===== src/rtl/ctrl_unit_if.sv =====
// rtl/ctrl_unit_if.sv - instruction word in, decoded control strobes out
interface ctrl_unit_if #(
  parameter int XLEN = 32
);
  logic [XLEN-1:0] inst;
  logic [2:0]      alu_op;
  logic            alu_imm;
  logic            alu_sub;
  logic            alu_sra;
  logic            rd_w;
  logic            ld_upper;
  logic            add_pc;
  logic            jmp_reg;
  logic            is_branch;
  logic            is_jmp;
  logic            is_load;
  logic            is_store;
  logic            is_fence;
  logic            is_fencei;
  logic            illegal;
  logic            illegal_seen;

  modport master (
    output inst,
    input  alu_op, alu_imm, alu_sub, alu_sra, rd_w, ld_upper, add_pc,
           jmp_reg, is_branch, is_jmp, is_load, is_store, is_fence,
           is_fencei, illegal, illegal_seen
  );

  modport slave (
    input  inst,
    output alu_op, alu_imm, alu_sub, alu_sra, rd_w, ld_upper, add_pc,
           jmp_reg, is_branch, is_jmp, is_load, is_store, is_fence,
           is_fencei, illegal, illegal_seen
  );
endinterface


===== src/rtl/ctrl_unit.sv =====
// rtl/ctrl_unit.sv - RV32I zero-latency decoder with sticky illegal flag
module ctrl_unit #(
  parameter int XLEN = 32
) (
  input logic        clk,
  input logic        rst,
  ctrl_unit_if.slave bus
);

  localparam logic [6:0] OPC_LUI    = 7'b0110111;
  localparam logic [6:0] OPC_AUIPC  = 7'b0010111;
  localparam logic [6:0] OPC_JAL    = 7'b1101111;
  localparam logic [6:0] OPC_JALR   = 7'b1100111;
  localparam logic [6:0] OPC_BRANCH = 7'b1100011;
  localparam logic [6:0] OPC_LOAD   = 7'b0000011;
  localparam logic [6:0] OPC_STORE  = 7'b0100011;
  localparam logic [6:0] OPC_OPIMM  = 7'b0010011;
  localparam logic [6:0] OPC_OP     = 7'b0110011;
  localparam logic [6:0] OPC_MISC   = 7'b0001111;
  localparam logic [6:0] OPC_SYSTEM = 7'b1110011;
  localparam logic [6:0] F7_ZERO    = 7'b0000000;
  localparam logic [6:0] F7_ALT     = 7'b0100000;

  logic [XLEN-1:0] inst_w;
  logic [6:0]      opc;
  logic [2:0]      f3;
  logic [6:0]      f7;
  logic            unused_inst_bits;

  assign inst_w           = bus.inst;
  assign opc              = inst_w[6:0];
  assign f3               = inst_w[14:12];
  assign f7               = inst_w[31:25];
  assign unused_inst_bits = ^{inst_w[24:15], inst_w[11:7]};

  logic [2:0] alu_op_d;
  logic       alu_imm_d, alu_sub_d, alu_sra_d, rd_w_d, ld_upper_d, add_pc_d;
  logic       jmp_reg_d, is_branch_d, is_jmp_d, is_load_d, is_store_d;
  logic       is_fence_d, is_fencei_d, ill;

  // Raw decode; illegality is resolved here and applied as a mask below.
  always_comb begin
    alu_op_d    = 3'b000;
    alu_imm_d   = 1'b0;
    alu_sub_d   = 1'b0;
    alu_sra_d   = 1'b0;
    rd_w_d      = 1'b0;
    ld_upper_d  = 1'b0;
    add_pc_d    = 1'b0;
    jmp_reg_d   = 1'b0;
    is_branch_d = 1'b0;
    is_jmp_d    = 1'b0;
    is_load_d   = 1'b0;
    is_store_d  = 1'b0;
    is_fence_d  = 1'b0;
    is_fencei_d = 1'b0;
    ill         = 1'b0;
    case (opc)
      OPC_LUI: begin
        rd_w_d     = 1'b1;
        ld_upper_d = 1'b1;
      end
      OPC_AUIPC: begin
        rd_w_d   = 1'b1;
        add_pc_d = 1'b1;
      end
      OPC_JAL: begin
        rd_w_d   = 1'b1;
        is_jmp_d = 1'b1;
      end
      OPC_JALR: begin
        rd_w_d    = 1'b1;
        is_jmp_d  = 1'b1;
        jmp_reg_d = 1'b1;
        alu_imm_d = 1'b1;
        ill       = (f3 != 3'b000);
      end
      OPC_BRANCH: begin
        is_branch_d = 1'b1;
        ill         = (f3 == 3'b010) || (f3 == 3'b011);
      end
      OPC_LOAD: begin
        rd_w_d    = 1'b1;
        alu_imm_d = 1'b1;
        is_load_d = 1'b1;
        ill       = (f3 == 3'b011) || (f3 == 3'b110) || (f3 == 3'b111);
      end
      OPC_STORE: begin
        alu_imm_d  = 1'b1;
        is_store_d = 1'b1;
        ill        = (f3[2] == 1'b1) || (f3 == 3'b011);
      end
      OPC_OPIMM: begin
        rd_w_d    = 1'b1;
        alu_imm_d = 1'b1;
        alu_op_d  = f3;
        // Only shifts carry a funct7; other OP-IMM upper bits are immediate.
        alu_sra_d = (f3 == 3'b101) && inst_w[30];
        if (f3 == 3'b001)
          ill = (f7 != F7_ZERO);
        else if (f3 == 3'b101)
          ill = (f7 != F7_ZERO) && (f7 != F7_ALT);
      end
      OPC_OP: begin
        rd_w_d    = 1'b1;
        alu_op_d  = f3;
        alu_sub_d = (f3 == 3'b000) && (f7 == F7_ALT);
        alu_sra_d = (f3 == 3'b101) && (f7 == F7_ALT);
        ill       = !((f7 == F7_ZERO) ||
                      ((f7 == F7_ALT) && ((f3 == 3'b000) || (f3 == 3'b101))));
      end
      OPC_MISC: begin
        if (f3 == 3'b000)
          is_fence_d = 1'b1;
        else if (f3 == 3'b001)
          is_fencei_d = 1'b1;
        else
          ill = 1'b1;
      end
      OPC_SYSTEM: begin
      end
      default: ill = 1'b1;
    endcase
  end

  assign bus.illegal   = ill;
  assign bus.alu_op    = ill ? 3'b000 : alu_op_d;
  assign bus.alu_imm   = alu_imm_d   & ~ill;
  assign bus.alu_sub   = alu_sub_d   & ~ill;
  assign bus.alu_sra   = alu_sra_d   & ~ill;
  assign bus.rd_w      = rd_w_d      & ~ill;
  assign bus.ld_upper  = ld_upper_d  & ~ill;
  assign bus.add_pc    = add_pc_d    & ~ill;
  assign bus.jmp_reg   = jmp_reg_d   & ~ill;
  assign bus.is_branch = is_branch_d & ~ill;
  assign bus.is_jmp    = is_jmp_d    & ~ill;
  assign bus.is_load   = is_load_d   & ~ill;
  assign bus.is_store  = is_store_d  & ~ill;
  assign bus.is_fence  = is_fence_d  & ~ill;
  assign bus.is_fencei = is_fencei_d & ~ill;

  logic illegal_seen_q;

  always_ff @(posedge clk or posedge rst) begin
    if (rst)
      illegal_seen_q <= 1'b0;
    else if (ill)
      illegal_seen_q <= 1'b1;
  end

  assign bus.illegal_seen = illegal_seen_q;

endmodule


===== src/flat_wrapper.sv =====
// flat-port wrapper written by rule: the top's interface ports become plain ports
module ctrl_unit_flat 
#(
  parameter int XLEN = 32
)
  (clk, rst, bus_inst, bus_alu_op, bus_alu_imm, bus_alu_sub, bus_alu_sra, bus_rd_w, bus_ld_upper, bus_add_pc, bus_jmp_reg, bus_is_branch, bus_is_jmp, bus_is_load, bus_is_store, bus_is_fence, bus_is_fencei, bus_illegal, bus_illegal_seen);
  ctrl_unit_if #(.XLEN(XLEN)) bus_i ();
  input logic clk;
  input logic rst;
  input wire logic [$bits(bus_i.inst)-1:0] bus_inst;
  output wire logic [$bits(bus_i.alu_op)-1:0] bus_alu_op;
  output wire logic [$bits(bus_i.alu_imm)-1:0] bus_alu_imm;
  output wire logic [$bits(bus_i.alu_sub)-1:0] bus_alu_sub;
  output wire logic [$bits(bus_i.alu_sra)-1:0] bus_alu_sra;
  output wire logic [$bits(bus_i.rd_w)-1:0] bus_rd_w;
  output wire logic [$bits(bus_i.ld_upper)-1:0] bus_ld_upper;
  output wire logic [$bits(bus_i.add_pc)-1:0] bus_add_pc;
  output wire logic [$bits(bus_i.jmp_reg)-1:0] bus_jmp_reg;
  output wire logic [$bits(bus_i.is_branch)-1:0] bus_is_branch;
  output wire logic [$bits(bus_i.is_jmp)-1:0] bus_is_jmp;
  output wire logic [$bits(bus_i.is_load)-1:0] bus_is_load;
  output wire logic [$bits(bus_i.is_store)-1:0] bus_is_store;
  output wire logic [$bits(bus_i.is_fence)-1:0] bus_is_fence;
  output wire logic [$bits(bus_i.is_fencei)-1:0] bus_is_fencei;
  output wire logic [$bits(bus_i.illegal)-1:0] bus_illegal;
  output wire logic [$bits(bus_i.illegal_seen)-1:0] bus_illegal_seen;
  assign bus_i.inst = bus_inst;
  assign bus_alu_op = bus_i.alu_op;
  assign bus_alu_imm = bus_i.alu_imm;
  assign bus_alu_sub = bus_i.alu_sub;
  assign bus_alu_sra = bus_i.alu_sra;
  assign bus_rd_w = bus_i.rd_w;
  assign bus_ld_upper = bus_i.ld_upper;
  assign bus_add_pc = bus_i.add_pc;
  assign bus_jmp_reg = bus_i.jmp_reg;
  assign bus_is_branch = bus_i.is_branch;
  assign bus_is_jmp = bus_i.is_jmp;
  assign bus_is_load = bus_i.is_load;
  assign bus_is_store = bus_i.is_store;
  assign bus_is_fence = bus_i.is_fence;
  assign bus_is_fencei = bus_i.is_fencei;
  assign bus_illegal = bus_i.illegal;
  assign bus_illegal_seen = bus_i.illegal_seen;
  ctrl_unit #(.XLEN(XLEN)) u_core (.clk(clk), .rst(rst), .bus(bus_i));
endmodule

===== config.mk =====
export PLATFORM = sky130hd
export DESIGN_NAME = ctrl_unit_flat
export DESIGN_NICKNAME = d
export VERILOG_FILES = /design/src/rtl/ctrl_unit_if.sv /design/src/rtl/ctrl_unit.sv /design/src/flat_wrapper.sv
export SDC_FILE = /design/constraint.sdc
export NUM_CORES = 1
export LEC_CHECK = 0
export CAP_MARGIN = 20
export CORE_MARGIN = 3
export CORE_UTILIZATION = 25
export CTS_CLUSTER_SIZE = 20
export DETAILED_ROUTE_END_ITERATION = 6
export PLACE_DENSITY = 0.72
export SLEW_MARGIN = 30
export SYNTH_ARGS = -nofsm -noshare
export SYNTH_HDL_FRONTEND = slang
export SYNTH_SLANG_ARGS = --single-unit

===== constraint.sdc =====
create_clock -name clk -period 1.93 [get_ports clk]
set_clock_uncertainty 0.15 [all_clocks]
set_input_delay 0.386 -clock clk [delete_from_list [all_inputs] [get_ports clk]]
set_output_delay 0.386 -clock clk [all_outputs]
set_load 0.05 [all_outputs]

==> metrics, run 1 <==
# DRC=0; Int Pwr=139 uW; number of enable flip-flop cells after synthesis=0; Worst path max stage delay=0.44 ns; Worst EP arrival=1.85 ns; post-DP HPWL=1890 um; Synth cell types=34; fraction of final layout cells sized beyond drive strength 1=78.7%; worst reg2reg setup slack=0.93 ns; CTS Hold Bufs=0; failing checks=setup timing; crit-path max FO=7; gr ovfl total=0; post-synthesis sequential area ratio=5.10%; Routed WL=3240 um; Fmax=419 MHz; buffers plus inverters on the worst setup path=3; clock power share=0%; routability cong.=0.792; max_slew headroom=66.4%; placed cell count=163; post-layout worst setup margin=-0.456 ns; Antenna Nets Post-Route=0; die span in x=50.3 um; P_leak=0.000666 uW; worst min path class=flip-flop to flip-flop; Flop pwr share=8.1%; Design Area, Final=1630 um2; ANT cells=0; GRT Overall Usage=23.7%; Core Region=1780 um2; depth of the worst hold-timing path=1; DR WL/cell=18.5 um; Worst Hold End=u_core.bus.illegal_seen$_DFFE_PP0P_; yosys warns=0; Final Cycle Share=124%; RSZ-0062 raised after global routing=yes; commonest non-fill, non-tap cell in the layout=buf_4; Syn Nets=107; actual slew at the worst max-slew pin=0.503 ns; Worst IR Drop VDD=0.130 mV; Slew Limit Fails=0; Finish-stage setup viols=16; via/cell ratio=5.27; CP required=1.39 ns; Rows=15; initial antenna violation count=0; Clock transition at path regs=0 ns; Post-synth top flop=dfrtp_1; Placed Area=1370 um2; Die ar.=2530 um2; kind of cell adding the most delay to the critical path=simple AND/OR/NAND/NOR gates; Top Ports=52; Comb power frac=91.9%; vias=922; Sw Ratio=47.2%; Port Buffers=36; clock latency on the worst-skew pair=0 ns; slowest CP cell=o311ai_4; Fin. Hold Viols=0; Post-Syn Instances=73; Crit. End Element=primary output; Max-Cap Viols=0; largest net degree at the start of global routing=8; commonest non-fill, non-tap cells in the layout=buf_4 (41), buf_6 (21), nor3_4 (11); Synth async-reset ratio=100%; status=finished, violations left; syn avg cell area=6.72 um2; Synth Cell Area=490 um2; crit-path cells=buf_8, nand4bb_4, nor2_4, nand2_4, o311ai_4, buf_4, a2111oi_4, buf_6; HP Start=u_core.bus.illegal_seen$_DFFE_PP0P_; Net Switching=124 uW; Crit Path Class=input port to primary output; Tmin final=2.39 ns; Power Density=162 nW/um2; drt first pass iters=4; startpoint types=input port; Reg2Reg Depth=1; pre-CTS setup slack=-0.969 ns; initial DRC count=17; Cell Count, Final, Fillers Out=175; global-route wire length before repair=4730 um; reg-to-reg endpoint=u_core.bus.illegal_seen$_DFFE_PP0P_; initial core utilization=27.5%; Largest register FFs=1; vias in the first global route=990; Final #Nets=186; FF+latch count, synth=1; worst r2r src=u_core.bus.illegal_seen$_DFFE_PP0P_; Die Span Y=50.3 um; synthesis-to-finish area growth=231%
## layer usage
| layer | up-vias | global-route usage, % | routed length [um] |
|---|---|---|---|
| met3 | 4 | 1.19 | 139 |
| met2 | 30 | 46.5 | 1720 |
| met4 | 0 | 1.79 | 27 |
| met1 | 454 | 29.0 | 1350 |
| li1 | 434 | - | - |
| met5 | - | 0 | 0 |
## cells by family after synthesis
kind of cell,Yosys count,synth area share [%]
buffers and inverters,8,7.14
AOI/OAI and AO/OA,13,25.0
DFF,1,5.10
muxes,2,4.34
and+or+nand+nor,49,58.4
## worst max-delay path by stage
stage / from / to / slack, ns / cells past startpoint
finish: bus_inst[3] / bus_alu_sra / -0.46 / 8
global route: bus_inst[13] / bus_alu_sra / -0.52 / 8
CTS: bus_inst[3] / bus_jmp_reg / -0.48 / 8
detailed placement: bus_inst[0] / bus_jmp_reg / -0.97 / 8
global placement: bus_inst[0] / bus_alu_op[0] / -0.90 / 8
floorplan: bus_inst[28] / bus_is_store / -0.49 / 6
## synth_stat cells, drive strengths merged, types with 2 or more instances
master	n	area, um2
o2bb2ai	2	17.5
nor4	4	31.3
nand2	6	25.0
o21ai	2	10.0
clkbuf	2	7.51
nand2b	4	25.0
a31oi	2	12.5
nand3	6	30.0
nor3	11	55.1
nor2	9	36.3
buf	2	12.5
inv	4	15.0
nor2b	2	12.5
## power by group through the flow
stage / combinational, uW / clock [uW] / sequential (uW)
2_1_floorplan: 78.6 / 0 / 21.3
3_3_place_gp: 191 / 0 / 21.3
3_5_place_dp: 195 / 0 / 21.3
4_1_cts: 220 / 0 / 21.3
5_1_grt: 253 / 0 / 21.3
6_report: 241 / 0 / 21.3
## timing repair
| action | CTS | global route |
|---|---|---|
| pin swaps | 27 | 17 |
| buffers inserted | 9 | 5 |
| endpoints found under the setup margin | 18 | 18 |
| gates resized for setup | 106 | 13 |
## area by class of cell
| type | instances | area, um2 |
|---|---|---|
| Tap cell | 25 | 31.3 |
| Timing Repair Buffer | 81 | 802 |
| Fill cell | 68 | 158 |
| Sequential cell | 1 | 25.0 |
| Multi-Input combinational cell | 64 | 752 |
| Inverter | 4 | 15.0 |
## stage by stage
| step | utilization (%) | hold slack, ns | total power [uW] | setup TNS (ns) |
|---|---|---|---|---|
| after floorplan | - | -0.0353 | 100 | -4.80 |
| after global placement | 77.0 | 0.318 | 212 | -13.75 |
| after detailed placement | 77.0 | 0.322 | 216 | -14.65 |
| after CTS | 87.5 | 0.315 | 241 | -5.90 |
| after global routing | 91.2 | 0.349 | 274 | -6.55 |
| final | 91.2 | 0.323 | 263 | -5.60 |
No activity file was read; power rests on OpenSTA's default activity.
==> run 2: changes to the inputs <==
--- a/config.mk
+++ b/config.mk
@@ -12,2 +12,3 @@
 export DETAILED_ROUTE_END_ITERATION = 6
+export GPL_ROUTABILITY_DRIVEN = 0
 export PLACE_DENSITY = 0.72
--- a/constraint.sdc
+++ b/constraint.sdc
@@ -4,2 +4,2 @@
 set_output_delay 0.386 -clock clk [all_outputs]
-set_load 0.05 [all_outputs]
+set_load 0.1 [all_outputs]
==> run 2 against run 1 <==
The flow now stops in clock tree synthesis. Synthesized cell count unchanged. Synthesized area unchanged.
==> metrics, run 2 <==
Synth async-reset ratio=100%; dominant cell type by area after synthesis=nor3_1; stopping stage=clock tree synthesis; Synth area leaders=nor3_1 (11%), nand3_1 (6.1%), nor2_1 (6.1%); Rows=15; Post-synth top flop=dfrtp_1; initial core utilization=27.5%; yosys warns=0; post-DP HPWL=2800 um; Synth cell types=34; Port Buffers=36; pre-CTS setup slack=-1.15 ns; Post-Syn Instances=73; CTS Hold Bufs=0; Top Ports=52; Synth Cell Area=490 um2; Placed Area=1640 um2; Post-synth top cells=nor3_1 (11), nor2_1 (8), nand3_1 (6), nand2_1 (5); die span in x=50.3 um; cell with the most instances after synthesis=nor3_1; first error=[ERROR DPL-0038] Utilization greater than 100%, impossible to legalize; status=did not finish; Post-CTS Resized=120; post-CTS setup repair buffer count=22; Yosys top cell area share=11.2%; FF+latch count, synth=1; Die Span Y=50.3 um; placed cell count=173; post-synthesis sequential area ratio=5.10%; Syn Nets=107; syn avg cell area=6.72 um2; number of enable flip-flop cells after synthesis=0
## run 2: cell counts after synthesis
Identical to the previous run, type by type.
## run 2: through the flow
| stage | util (%) | setup TNS [ns] |
|---|---|---|
| 2_1_floorplan | - | -10.03 |
| 3_3_place_gp | 91.8 | -14.61 |
| 3_5_place_dp | 91.8 | -16.90 |
## run 2: cells by family after synthesis
family,share of synthesized area (%)
flops,5.10
mux,4.34
simple gates,58.4
compound gates,25.0
buf+inv,7.14
==> run 3: changes to the inputs <==
CORE_AREA = 3 3 64 66   (was default)
CORE_MARGIN = default   (was 3)
CORE_UTILIZATION = default   (was 25)
CTS_CLUSTER_SIZE = default   (was 20)
DIE_AREA = 0 0 67 69   (was default)
PLACE_DENSITY = default   (was 0.72)
PLACE_DENSITY_LB_ADDON = 0.15   (was default)
clock period = 2.5 ns   (was 1.93 ns; I/O delays follow)
==> run 3 against run 2 <==
The flow now finishes, with violations (setup timing).
==> metrics, run 3 (synthesis results as in run 1) <==
status=finished, violations left; failing checks=setup timing; synthesis-to-finish area growth=243%; Fillers=369; crit-path max FO=7; Worst EP arrival=1.95 ns; buffers plus inverters on the worst setup path=3; Antenna Nets Post-Route=0; Design Area, Final=1680 um2; drt first pass iters=4; Routed WL=2390 um; placed cell count=191; Placed Area=1580 um2; kind of cell adding the most delay to the critical path=simple AND/OR/NAND/NOR gates; Core Region=3630 um2; commonest non-fill, non-tap cell in the layout=buf_4; initial core utilization=13.5%; FF+latch area=25.0 um2; CTS Hold Bufs=0; Multi-input gate area=718 um2; post-layout worst setup margin=-0.101 ns; Final #Nets=187; Die Span Y=69 um; startpoint types=input port; Crit Path Class=input port to primary output; RSZ-0062 raised after global routing=yes; actual slew at the worst max-slew pin=0.316 ns; # DRC=0; largest net degree at the start of global routing=8; vias=869; Crit. End Element=primary output; GRT Overall Usage=10.7%; Clock transition at path regs=0 ns; Top Ports=52; slowest CP cell=o311ai_4; ANT cells=0; initial DRC count=10; Max-Cap Viols=0; via/cell ratio=4.37; CP required=1.85 ns; Rows=22; post-DP HPWL=1970 um; post-route setup TNS=-0.436 ns; clock latency on the worst-skew pair=0 ns; Slew Limit Fails=0; fraction of final layout cells sized beyond drive strength 1=76.2%; gr ovfl total=0; commonest non-fill, non-tap cells in the layout=buf_4 (42), buf_12 (17), nor3_4 (10); Port Buffers=36; die span in x=67 um; global-route wire length before repair=4150 um; worst min path class=flip-flop to flip-flop; Fin. Hold Viols=0; P_leak=0.000638 uW; Final Cycle Share=104%; Layout Utilization=46.3%; Worst path max stage delay=0.30 ns; Largest register FFs=1; max_slew headroom=78.9%; Die ar.=4620 um2; DR WL/cell=12.0 um; crit-path cells=buf_8, nand4bb_4, nor2_4, nand2_2, o311ai_4, buf_6, or2_4, buf_12; Worst IR Drop VDD=0.0482 mV; Tmin final=2.60 ns; Cell Count, Final, Fillers Out=199; vias in the first global route=911; WHS=0.312 ns; Fmax=384 MHz; Power Density=118 nW/um2; Finish-stage setup viols=12; initial antenna violation count=0
run 3: path summary, 6_finish.rpt:
path                                                     start                                   to  slack, ns  cells past startpoint
min in group asynchronous                                  rst  u_core.bus.illegal_seen$_DFFE_PP0P_       0.50                      2
setup / recovery                                   bus_inst[3]                          bus_illegal      -0.10                      8
hold / removal             u_core.bus.illegal_seen$_DFFE_PP0P_  u_core.bus.illegal_seen$_DFFE_PP0P_       0.31                      1
max in group asynchronous                                  rst  u_core.bus.illegal_seen$_DFFE_PP0P_       1.61                      2
hold reg to reg            u_core.bus.illegal_seen$_DFFE_PP0P_  u_core.bus.illegal_seen$_DFFE_PP0P_       0.31                      1
setup reg to reg           u_core.bus.illegal_seen$_DFFE_PP0P_  u_core.bus.illegal_seen$_DFFE_PP0P_       1.51                      1
run 3: power by group:
part	internal (uW)	switching (uW)	total, uW	leakage (uW)
clock	0	0	0	0
combinational	88.2	94.1	182	0.000629
sequential	16.5	0	16.5	0.00000875
run 3: routing by layer:
metal / track usage (%) / share of wire (%) / up-vias
li1: - / - / 435
met1: 15.5 / 44 / 415
met2: 18.6 / 52 / 19
met3: 0.163 / 3.9 / 0
met4: 0 / 0 / 0
met5: 0 / 0 / -
run 3: area by class of cell:
cell class	count	share of cell area, %
repair buffers	82	51.4
inverters	4	0.892
flip-flops and latches	1	1.49
multi-input cells	64	42.7
well taps	48	3.57
run 3: stage by stage:
stage	setup WS, ns	power [uW]
floorplan	-0.591	90.6
global placement	-0.558	188
detailed placement	-0.607	189
CTS	-0.147	199
global route	-0.143	211
finish	-0.101	199
run 3: timing repair:
action	4_1_cts	5_1_grt
pin swaps	22	2
cloned	0	0
gates resized for setup	84	1
setup endpoints to repair	18	12
buffers inserted	7	2
==> run 4: changes to the inputs <==
SLEW_MARGIN = 10   (was 30)
==> results of run 4 <==
Final layout, timing and power as in run 3 (identical DEF).
==> variant: new RTL, config.mk and constraints of run 1 <==
Make the reset (`rst`) synchronous in one clocked block.
--- a/src/rtl/ctrl_unit.sv
+++ b/src/rtl/ctrl_unit.sv
@@ -142,5 +142,5 @@
   logic illegal_seen_q;
 
-  always_ff @(posedge clk or posedge rst) begin
+  always_ff @(posedge clk) begin
     if (rst)
       illegal_seen_q <= 1'b0;
Check against the original RTL: differs if rst is asserted again (counterexample within 4 cycles, from zero or initial values and one cycle with rst high); with rst held inactive, the same outputs for 10 cycles.
==> variant against run 1 <==
Sequential cell count stayed put; setup slack worse by 0.19 ns; global-route usage grew 2.3 points; power increased by 6.8%; area after synthesis rose by 0.51%; synthesized cell count up 1.4%; the run still ends with negative setup slack left; wire length grew 26%; cell area up 4.6%.
==> variant: results (changes against run 1) <==
stage;metric;value;unit;change
outcome;status;complete, but fails checks;;
outcome;violations;negative setup slack;;
drt;vias;1005;;+9.0%
logic_synthesis;synth_area_leaders;nand2_1 6.1%, nor2_1 6.1%, nor3b_1 6.1%, o2111ai_4 5.3%, and2_1 5.1%;;
place;placed_area;0.00140;mm^2;+1.6%
global_route;antenna_found_initial;0;;unchanged
worst_setup_path;worstSetupStartpoint;bus_inst[1];;
clock_network;post_cts_buffers;10;;+1
clock_network;ctsResizeCount;85;;-20%
drt;dr.first_iter.drc_count;31;;+14
finish;nMultiInputCombCells;66;;+3.1%
worst_hold_path;hold_start;u_core.bus.illegal_seen;;
logic_synthesis;async_flop_share;0;%;-100 points
logic_synthesis;synth_mux_area_share;2.03;%;-2.3 points
logic_synthesis;synth_compound_area_share;27.7;%;+2.7 points
place;dp_hpwl;1920;um;+1.7%
worst_setup_path;rr_startpoint;u_core.bus.illegal_seen;;
global_route;grt_pass1_vias;1096;;+11%
global_route;grt_pass1_wl;5220;um;+10%
place;dp_worst_setup_slack;-1.01;ns;-0.0437 ns
logic_synthesis;avgSynthCellArea;6.66;um^2;-0.85%
timing;setup_ws;-0.650;ns;-0.193 ns
timing;whs;0.352;ns;+0.0297 ns
worst_setup_path;path_max_fanout;4;;-3
logic_synthesis;synth_common_cells;8 x nand2_1, 8 x nor2_1, 5 x nor3_1;;
finish;area_delta_synth_final;245;%;
finish;multi_input_area;717;um^2;-4.7%
worst_setup_path;cp_slowest_stage_delay;0.33;ns;-0.11 ns
timing;setup_tns;-6.68;ns;-1.09 ns
global_route;grt_max_degree;11;;+3
finish;fin_nets;189;;+1.6%
clock_network;clk_latency;0;ns;unchanged
worst_setup_path;crit_slowest_cell;nor4_4;;
logic_synthesis;synth_nets;108;;+0.93%
finish;drive_gt1_share;77.8;%;-0.89 points
finish;inv_count;3;;-1
worst_setup_path;crit_family;simple AND/OR/NAND/NOR gates;;
logic_synthesis;netlist_instances;74;;+1.4%
logic_synthesis;synth-main-ff-cell;dfxtp_1;;
worst_setup_path;reg2reg_slack;1.16;ns;+0.23 ns
place;dp_cells;165;;+1.2%
timing;setup_viol;15;;-1
logic_synthesis;ys_seq_area_share;4.06;%;-1.0 points
power_and_ir_drop;p_leak;0.000721;uW;+8.4%
power_and_ir_drop;peakVddDrop;0.155;mV;+19%
place;place.gp.congestion;0.864;;+9.0%
finish;num-fill-cells;51;;-25%
drt;wl_per_cell;22.9;um;+24%
global_route;grt_usage;25.9;%;+2.3 points
## variant: metal layers
layer  part of all wire (%)  track usage, %
met4                    4.4            5.38
met2                     49            50.0
met3                    9.0            6.23
met5                      0               0
met1                     37            28.1
## variant: path summary, 6_finish.rpt
kind	to	depth (start not counted)
hold / removal	u_core.bus.illegal_seen	1
hold reg to reg	u_core.bus.illegal_seen	1
setup reg to reg	u_core.bus.illegal_seen	1
setup / recovery	bus_alu_imm	7
## variant: power groups by stage
stage / Clock (uW) / Combinational, uW / Sequential, uW
final: 0 / 257 / 23.4
after global routing: 0 / 266 / 23.7
after CTS: 0 / 211 / 23.4
after detailed placement: 0 / 185 / 23.2
after global placement: 0 / 180 / 23.1
after floorplan: 0 / 78.3 / 27.9
## variant: kinds of logic (layout without fill, tap and decap cells)
| logic type | after synthesis | in the layout |
|---|---|---|
| and+or+nand+nor | 49 | 49 |
| AOI/OAI and AO/OA | 16 | 16 |
| buffers and inverters | 7 | 86 |
| DFF | 1 | 1 |
| muxes | 1 | 1 |
